[config.mk]
export PLATFORM = sky130hd
export DESIGN_NAME = mux_arbiter_flat
export DESIGN_NICKNAME = d
export VERILOG_FILES = /design/src/rtl/mux_arbiter_if.sv /design/src/rtl/mux_arbiter.sv /design/src/flat_wrapper.sv
export SDC_FILE = /design/constraint.sdc
export NUM_CORES = 1
export LEC_CHECK = 0
export CORE_MARGIN = 2
export CORE_UTILIZATION = 40
export DETAILED_ROUTE_END_ITERATION = 12
export HOLD_SLACK_MARGIN = 0.12
export PLACE_DENSITY = 0.76
export SLEW_MARGIN = 20
export SYNTH_ARGS = -nofsm -noshare
export SYNTH_HDL_FRONTEND = slang
export SYNTH_SLANG_ARGS = --single-unit
[constraint.sdc]
create_clock -name clk -period 3.2 [get_ports clk]
set_clock_uncertainty 0.05 [all_clocks]
set_input_delay 0.64 -clock clk [delete_from_list [all_inputs] [get_ports clk]]
set_output_delay 0.64 -clock clk [all_outputs]
set_load 0.05 [all_outputs]
[src/rtl/mux_arbiter_if.sv]
// Bundle of request, data and grant signals shared between requesters and
// the round-robin mux arbiter.
interface mux_arbiter_if;
   logic [3:0] req;
   logic [3:0] data_in;
   logic [3:0] grant;
   logic [1:0] sel;
   logic       valid;
   logic       f;
   logic [3:0] disp;

   modport master (
      output req, data_in,
      input  grant, sel, valid, f, disp
   );

   modport slave (
      input  req, data_in,
      output grant, sel, valid, f, disp
   );
endinterface

[src/rtl/mux_arbiter.sv]
// Round-robin arbiter for a shared 4:1 mux with a hold timeout, one-cycle
// turnaround bubble between owners, forwarded data bit and display code.
module mux_arbiter #(
   parameter int MAX_HOLD = 8
) (
   input  logic           clk,
   input  logic           reset_n,
   mux_arbiter_if.slave   bus
);

   localparam logic [0:0] ST_IDLE  = 1'b0;
   localparam logic [0:0] ST_GRANT = 1'b1;
   localparam logic [7:0] HOLD_MAX = 8'(MAX_HOLD);

   logic [0:0] state_q,    state_d;
   logic [3:0] grant_q,    grant_d;
   logic [1:0] sel_q,      sel_d;
   logic       valid_q,    valid_d;
   logic [1:0] last_q,     last_d;
   logic [7:0] hold_cnt_q, hold_cnt_d;

   logic [1:0] cand [4];
   logic [1:0] winner;
   logic       any_req;
   logic       others_waiting;
   logic       owner_release;
   logic       owner_timeout;

   // Search order starts just after the last owner and ends on it; the 2-bit
   // add wraps 3+1 to 0.
   for (genvar gi = 0; gi < 4; gi++) begin : g_cand
      assign cand[gi] = last_q + 2'(gi + 1);
   end

   always_comb begin
      winner = last_q;
      for (int i = 3; i >= 0; i--) begin
         if (bus.req[cand[i]]) begin
            winner = cand[i];
         end
      end
   end

   assign any_req        = |bus.req;
   assign others_waiting = |(bus.req & ~(4'b0001 << sel_q));
   assign owner_release  = ~bus.req[sel_q];
   assign owner_timeout  = (hold_cnt_q == HOLD_MAX) && others_waiting;

   always_comb begin
      state_d    = state_q;
      grant_d    = grant_q;
      sel_d      = sel_q;
      valid_d    = valid_q;
      last_d     = last_q;
      hold_cnt_d = hold_cnt_q;

      case (state_q)
         ST_IDLE: begin
            grant_d = 4'b0000;
            valid_d = 1'b0;
            if (any_req) begin
               state_d    = ST_GRANT;
               sel_d      = winner;
               grant_d    = 4'b0001 << winner;
               valid_d    = 1'b1;
               hold_cnt_d = 8'd1;
            end
         end
         default: begin
            // Release and timeout lead to the same bubble, so one branch covers both.
            if (owner_release || owner_timeout) begin
               state_d    = ST_IDLE;
               grant_d    = 4'b0000;
               valid_d    = 1'b0;
               last_d     = sel_q;
               hold_cnt_d = 8'd0;
            end else if (hold_cnt_q != HOLD_MAX) begin
               hold_cnt_d = hold_cnt_q + 8'd1;
            end
         end
      endcase
   end

   always_ff @(posedge clk) begin
      if (!reset_n) begin
         state_q    <= ST_IDLE;
         grant_q    <= 4'b0000;
         sel_q      <= 2'b00;
         valid_q    <= 1'b0;
         last_q     <= 2'd3;
         hold_cnt_q <= 8'd0;
      end else begin
         state_q    <= state_d;
         grant_q    <= grant_d;
         sel_q      <= sel_d;
         valid_q    <= valid_d;
         last_q     <= last_d;
         hold_cnt_q <= hold_cnt_d;
      end
   end

   assign bus.grant = grant_q;
   assign bus.sel   = sel_q;
   assign bus.valid = valid_q;
   assign bus.f     = valid_q & bus.data_in[sel_q];
   assign bus.disp  = valid_q ? {2'b00, sel_q} : 4'b1111;

endmodule

[src/flat_wrapper.sv]
// flat-port wrapper written by rule: the top's interface ports become plain ports
module mux_arbiter_flat 
#(
   parameter int MAX_HOLD = 8
)
  (clk, reset_n, bus_req, bus_data_in, bus_grant, bus_sel, bus_valid, bus_f, bus_disp);
  mux_arbiter_if bus_i ();
  input  logic clk;
  input  logic reset_n;
  input wire logic [$bits(bus_i.req)-1:0] bus_req;
  input wire logic [$bits(bus_i.data_in)-1:0] bus_data_in;
  output wire logic [$bits(bus_i.grant)-1:0] bus_grant;
  output wire logic [$bits(bus_i.sel)-1:0] bus_sel;
  output wire logic [$bits(bus_i.valid)-1:0] bus_valid;
  output wire logic [$bits(bus_i.f)-1:0] bus_f;
  output wire logic [$bits(bus_i.disp)-1:0] bus_disp;
  assign bus_i.req = bus_req;
  assign bus_i.data_in = bus_data_in;
  assign bus_grant = bus_i.grant;
  assign bus_sel = bus_i.sel;
  assign bus_valid = bus_i.valid;
  assign bus_f = bus_i.f;
  assign bus_disp = bus_i.disp;
  mux_arbiter #(.MAX_HOLD(MAX_HOLD)) u_core (.clk(clk), .reset_n(reset_n), .bus(bus_i));
endmodule
==> flow_summary.ini, run 1 <==
[outcome]
status = finished, final reports clean

[pwr]
powerDensity_nw_per_um2 = 445
vdd_drop_max_v = 0.000310
p_leak_nw = 0.498

[global_route]
grt_usage = 0.165
first_global_vias = 1037
grt_pass1_wl_mm = 4.40
grt_max_degree = 23
grt_overflow_total = 0
grt_antenna_before_repair = 0

[logic_synthesis]
synth_warnings = 0
synth_edf_count = 0
ys_types = 43
syn_nets = 142
synth_ff_type = dfxtp_1
avgSynthCellArea_sq_um = 8.56
async_reset_ff_frac = 0
syn_area_sq_um = 1110
ys_ff_latch = 18
netlist_instances = 130
synth_seq_area_share = 0.324

[timing]
worst-slew-pin-transition_ns = 0.630
slew-limit-headroom = 0.574
hold_viol = 0
fin_ws_ns = 0.680
fmax_ghz = 0.397
setup_viol = 0
final_max_slew_viol_count = 0
finalCritPeriodShare = 0.787
rsz0062_at_grt = false
finalCriticalPeriod_ns = 2.52
finalSetupTns_ns = 0

[die]
die_w_um = 56.7
die-area_sq_um = 3220
ios = 22
die-height_um = 56.7
core_sq_um = 2690
rows = 19
start_util = 0.414

[drt]
wl_per_cell_um = 13.4
via_per_inst = 5.68
wl_mm = 2.44
ant_nets = 0
firstDrtPassIters = 4
drc = 0
vias = 1034
drt_iter0_drc = 39

[clock_tree]
cts_hold_buf = 0
cts_made_buffers = 3
clock_latency_ns = 0.29
cts.clk_slew.worst_paths_ns = 0.10
cts_sinks = 18
cts_tree = built
h-tree-depth = 1
cts_setup_buffers = 0
cts_resized = 0
ctsLongestPathBuffers = 2
ctsRootBufferMaster = clkbuf_4

[final_layout]
drive_gt1_frac = 0.113
n_antenna_cell = 0
nets = 164
final_cells = 182
stdcell_area_sq_um = 1370
syn_to_final_growth_pct = 23.1

[setup_path]
cp-end-kind = primary output
path_class = in2out
startpoint_type = input port
cp_max_fo = 1
required_ns = 2.51
worstPathArrival_ns = 1.83

[min_path]
min_path_type = reg2reg

[placed_design]
pre_cts_ws_ns = 0.511
place_area_sq_um = 1330
placed_cells = 178
hpwl_mm = 1.82
finalWeightedCongestion = 0.809
io_buffers = 21

[job]
maxCapViolCount = 0
[path summary, 6_finish.rpt]
path                                          start              endpoint  slack (ns)  cells after the start
worst min register to register  u_core.bus.grant[1]   u_core.bus.grant[1]        0.42                      2
worst min-delay path            u_core.bus.grant[1]   u_core.bus.grant[1]        0.42                      2
worst max-delay path                 bus_data_in[3]                 bus_f        0.68                      4
worst max register to register    u_core.bus.sel[0]  u_core.hold_cnt_q[3]        1.08                      3
[sequential cells by signal, indices dropped and copies added, names as in the netlist]
| name | cells |
|---|---|
| u_core.hold_cnt_q | 8 |
| u_core.last_q | 2 |
| u_core.bus.valid | 1 |
| u_core.bus.grant | 4 |
| u_core.bus.sel | 2 |
| u_core.state_q | 1 |
[through the flow]
step,power (mW),hold WS [ns],util
3_3_place_gp,0.469,0.405,0.496
4_1_cts,0.612,0.425,0.510
5_1_grt,0.641,0.472,0.510
3_5_place_dp,0.472,0.410,0.496
6_report,0.609,0.421,0.510
2_1_floorplan,0.413,0.417,-
[layout by cell type (no fill, tap or decap), types with 3 or more instances in the layout]
cell type / n
inv_1: 8
nor3b_1: 3
a41oi_1: 4
nand2b_1: 7
nand2_1: 14
a21o_1: 3
clkdlybuf4s50_1: 20
clkbuf_4: 3
dfxtp_1: 18
a21oi_1: 6
nor2_1: 9
buf_4: 3
nor2b_1: 3
o21ai_0: 6
o21ai_1: 3
nor3_1: 5
[layer usage]
layer | track usage | vias up | share of wire
li1 | - | 513 | -
met1 | 0.200 | 503 | 0.43
met2 | 0.299 | 18 | 0.53
met3 | 0.0230 | 0 | 0.032
met4 | 0.0465 | 0 | 0
met5 | 0 | - | 0
[worst max-delay path, cell delays in order]
cell,delay [ns]
clkdlybuf4s50_1,0.39
mux4_2,0.45
and2_1,0.16
buf_4,0.18
[layout make-up]
class | instances | area [sq um]
Fill cell | 255 | 1320
Multi-Input combinational cell | 98 | 681
Sequential cell | 18 | 360
Timing Repair Buffer | 23 | 223
Tap cell | 31 | 38.8
Clock buffer | 4 | 36.3
Inverter | 8 | 30.0
[synthesized netlist by cell type (all sizes together) (2+ instances only)]
master,count,share of area
a21boi,2,0.013
nor3,5,0.022
a21oi,6,0.027
a31oi,2,0.025
ha,2,0.022
nand2b,7,0.039
dfxtp,18,0.32
o211a,2,0.018
a41oi,4,0.031
and3,2,0.011
o22ai,2,0.011
and2,2,0.011
o21ai,10,0.048
buf,3,0.027
nand2,14,0.047
inv,8,0.027
nor2,10,0.040
nand3,2,0.0090
clkbuf,3,0.010
nor3b,3,0.020
o2111ai,2,0.032
a21o,3,0.020
mux4,2,0.040
nor2b,3,0.017
[logic make-up (layout without fill, tap and decap cells)]
| group | Yosys count | after routing | synth area share |
|---|---|---|---|
| buffers and inverters | 14 | 35 | 0.0641 |
| adder cells (fa/ha/maj) | 2 | 2 | 0.0225 |
| XOR/XNOR | 1 | 1 | 0.00788 |
| multiplexers | 3 | 3 | 0.0495 |
| AND/OR/NAND/NOR | 53 | 53 | 0.259 |
| flip-flops | 18 | 18 | 0.324 |
| AO/OA/AOI/OAI | 39 | 39 | 0.273 |
[where the power goes]
| group | switching [mW] | internal (mW) | total [mW] |
|---|---|---|---|
| logic | 0.123 | 0.0837 | 0.206 |
| registers | 0.0222 | 0.240 | 0.262 |
| clock network | 0.0717 | 0.0693 | 0.141 |
| total | 0.217 | 0.393 | 0.609 |
No activity file was read; power rests on OpenSTA's default activity.
==> run 2: changes to the inputs <==
==> constraint.sdc (replaced) <==
create_clock -name clk -period 2.4 [get_ports clk]
set_clock_uncertainty 0.05 [all_clocks]
set_input_delay 0.48 -clock clk [delete_from_list [all_inputs] [get_ports clk]]
set_output_delay 0.48 -clock clk [all_outputs]
set_load 0.05 [all_outputs]
==> run 2 against run 1 <==
Against the previous run:
- hold slack better by 0.011 ns
- highest routed layer is now met4
- clock power up 35%
- combinational power up 39%
- first-iteration DRC count down 36%
- via count down 0.39%
- flip-flop and latch count unchanged
- critical path type is now reg2out
- worst setup slack worse by 0.55 ns
- die area unchanged
- wire length up 1.4%
- register-to-register slack worse by 0.62 ns
==> flow_summary.ini, run 2 (synthesized netlist as in run 1, its figures left out) <==
[outcome]
status = finished, final reports clean

[clock_tree]
clock_latency_ns = 0.30
cts_hold_buf = 0
cts_sinks = 18
ctsLongestPathBuffers = 2
cts_tree = built
cts_setup_buffers = 0
h-tree-depth = 1
cts_resized = 0
ctsRootBufferMaster = clkbuf_4
cts_made_buffers = 3
cts.clk_slew.worst_paths_ns = 0.11

[job]
maxCapViolCount = 0

[setup_path]
cp-end-kind = primary output
path_cells = nand2b_1 -> clkdlybuf4s50_1
r2r_cells = 8
slowest_delay_ns = 0.80
cp_max_fo = 8
critPathSlowestCell = clkdlybuf4s50_1
startpoint_type = flip-flop
path_class = reg2out
worstPathArrival_ns = 1.74
required_ns = 1.87

[die]
die-height_um = 56.7
die_w_um = 56.7
ios = 22
rows = 19
start_util = 0.414
core_sq_um = 2690
die-area_sq_um = 3220

[final_layout]
nets = 167
fill_cells = 259
top_register = u_core.hold_cnt_q
final_cell_mix = 20 x clkdlybuf4s50_1, 18 x dfxtp_1, 14 x nand2_1, 9 x nor2_1, 8 x inv_1
final_common_cell = clkdlybuf4s50_1
n_antenna_cell = 0
final_core_util = 0.518
largest_reg_flops = 8
drive_gt1_frac = 0.130
syn_to_final_growth_pct = 25.1
stdcell_area_sq_um = 1390

[drt]
drc = 0
wl_mm = 2.47
firstDrtPassIters = 4
vias = 1030
via_per_inst = 5.57
drt_iter0_drc = 25
ant_nets = 0
wl_per_cell_um = 13.4

[timing]
final_max_slew_viol_count = 0
hold_viol = 0
finalSetupTns_ns = 0
finalCriticalPeriod_ns = 2.27
worst-slew-pin-transition_ns = 0.507
rsz0062_at_grt = false
setup_viol = 0
finalCritPeriodShare = 0.945
fmax_ghz = 0.441
slew-limit-headroom = 0.661

[placed_design]
place_area_sq_um = 1360
io_buffers = 21
finalWeightedCongestion = 0.799
hpwl_mm = 1.89

[global_route]
first_global_vias = 1031
grt_overflow_total = 0
grt_pass1_wl_mm = 4.42
grt_usage = 0.170
grt_max_degree = 23
grt_antenna_before_repair = 0

[pwr]
vdd_drop_max_v = 0.000362
p_leak_nw = 0.512
powerDensity_nw_per_um2 = 592

[min_path]
min_path_type = reg2reg
hold_depth = 2
[run 2: worst paths after layout]
kind / from / slack [ns] / endpoint
hold reg to reg: u_core.bus.grant[1] / 0.43 / u_core.bus.grant[1]
setup reg to reg: u_core.hold_cnt_q[0] / 0.46 / u_core.hold_cnt_q[5]
setup / recovery: u_core.bus.sel[1] / 0.13 / bus_disp[1]
hold / removal: u_core.bus.grant[1] / 0.43 / u_core.bus.grant[1]
[run 2: metal layers]
metal | GRT usage | vias to the layer above | wire length (um)
met5 | 0 | - | 0
met4 | 0.0664 | 0 | 19
met3 | 0.0300 | 4 | 48
met2 | 0.299 | 13 | 1290
met1 | 0.203 | 494 | 1120
li1 | - | 519 | -
[run 2: where the power goes]
part | switching [mW] | internal, mW
clock network | 0.0988 | 0.0925
logic | 0.168 | 0.118
registers | 0.0265 | 0.320
[run 2: per-stage QoR]
| stage | std cells | setup WS [ns] | power, mW | hold slack [ns] |
|---|---|---|---|---|
| 3_3_place_gp | 181 | 0.135 | 0.632 | 0.405 |
| 6_report | 185 | 0.131 | 0.823 | 0.432 |
| 4_1_cts | 185 | 0.130 | 0.828 | 0.437 |
| 3_5_place_dp | 181 | 0.0419 | 0.638 | 0.422 |
| 2_1_floorplan | 130 | 0.241 | 0.551 | 0.417 |
| 5_1_grt | 185 | 0.0640 | 0.864 | 0.476 |
[run 2: layout make-up]
type | instances | area, sq um | share of cell area
multi-input cells | 98 | 681 | 0.489
clock buffers | 4 | 36.3 | 0.0261
inverters | 8 | 30.0 | 0.0216
flip-flops and latches | 18 | 360 | 0.259
well taps | 31 | 38.8 | 0.0279
repair buffers | 26 | 245 | 0.176
[run 2: worst max-delay path: cells and delay by family, from the launching register on]
kind	cells	cell delay, ns
buffers and inverters	1	0.80
flip-flops	1	0.50
AND/OR/NAND/NOR	1	0.14
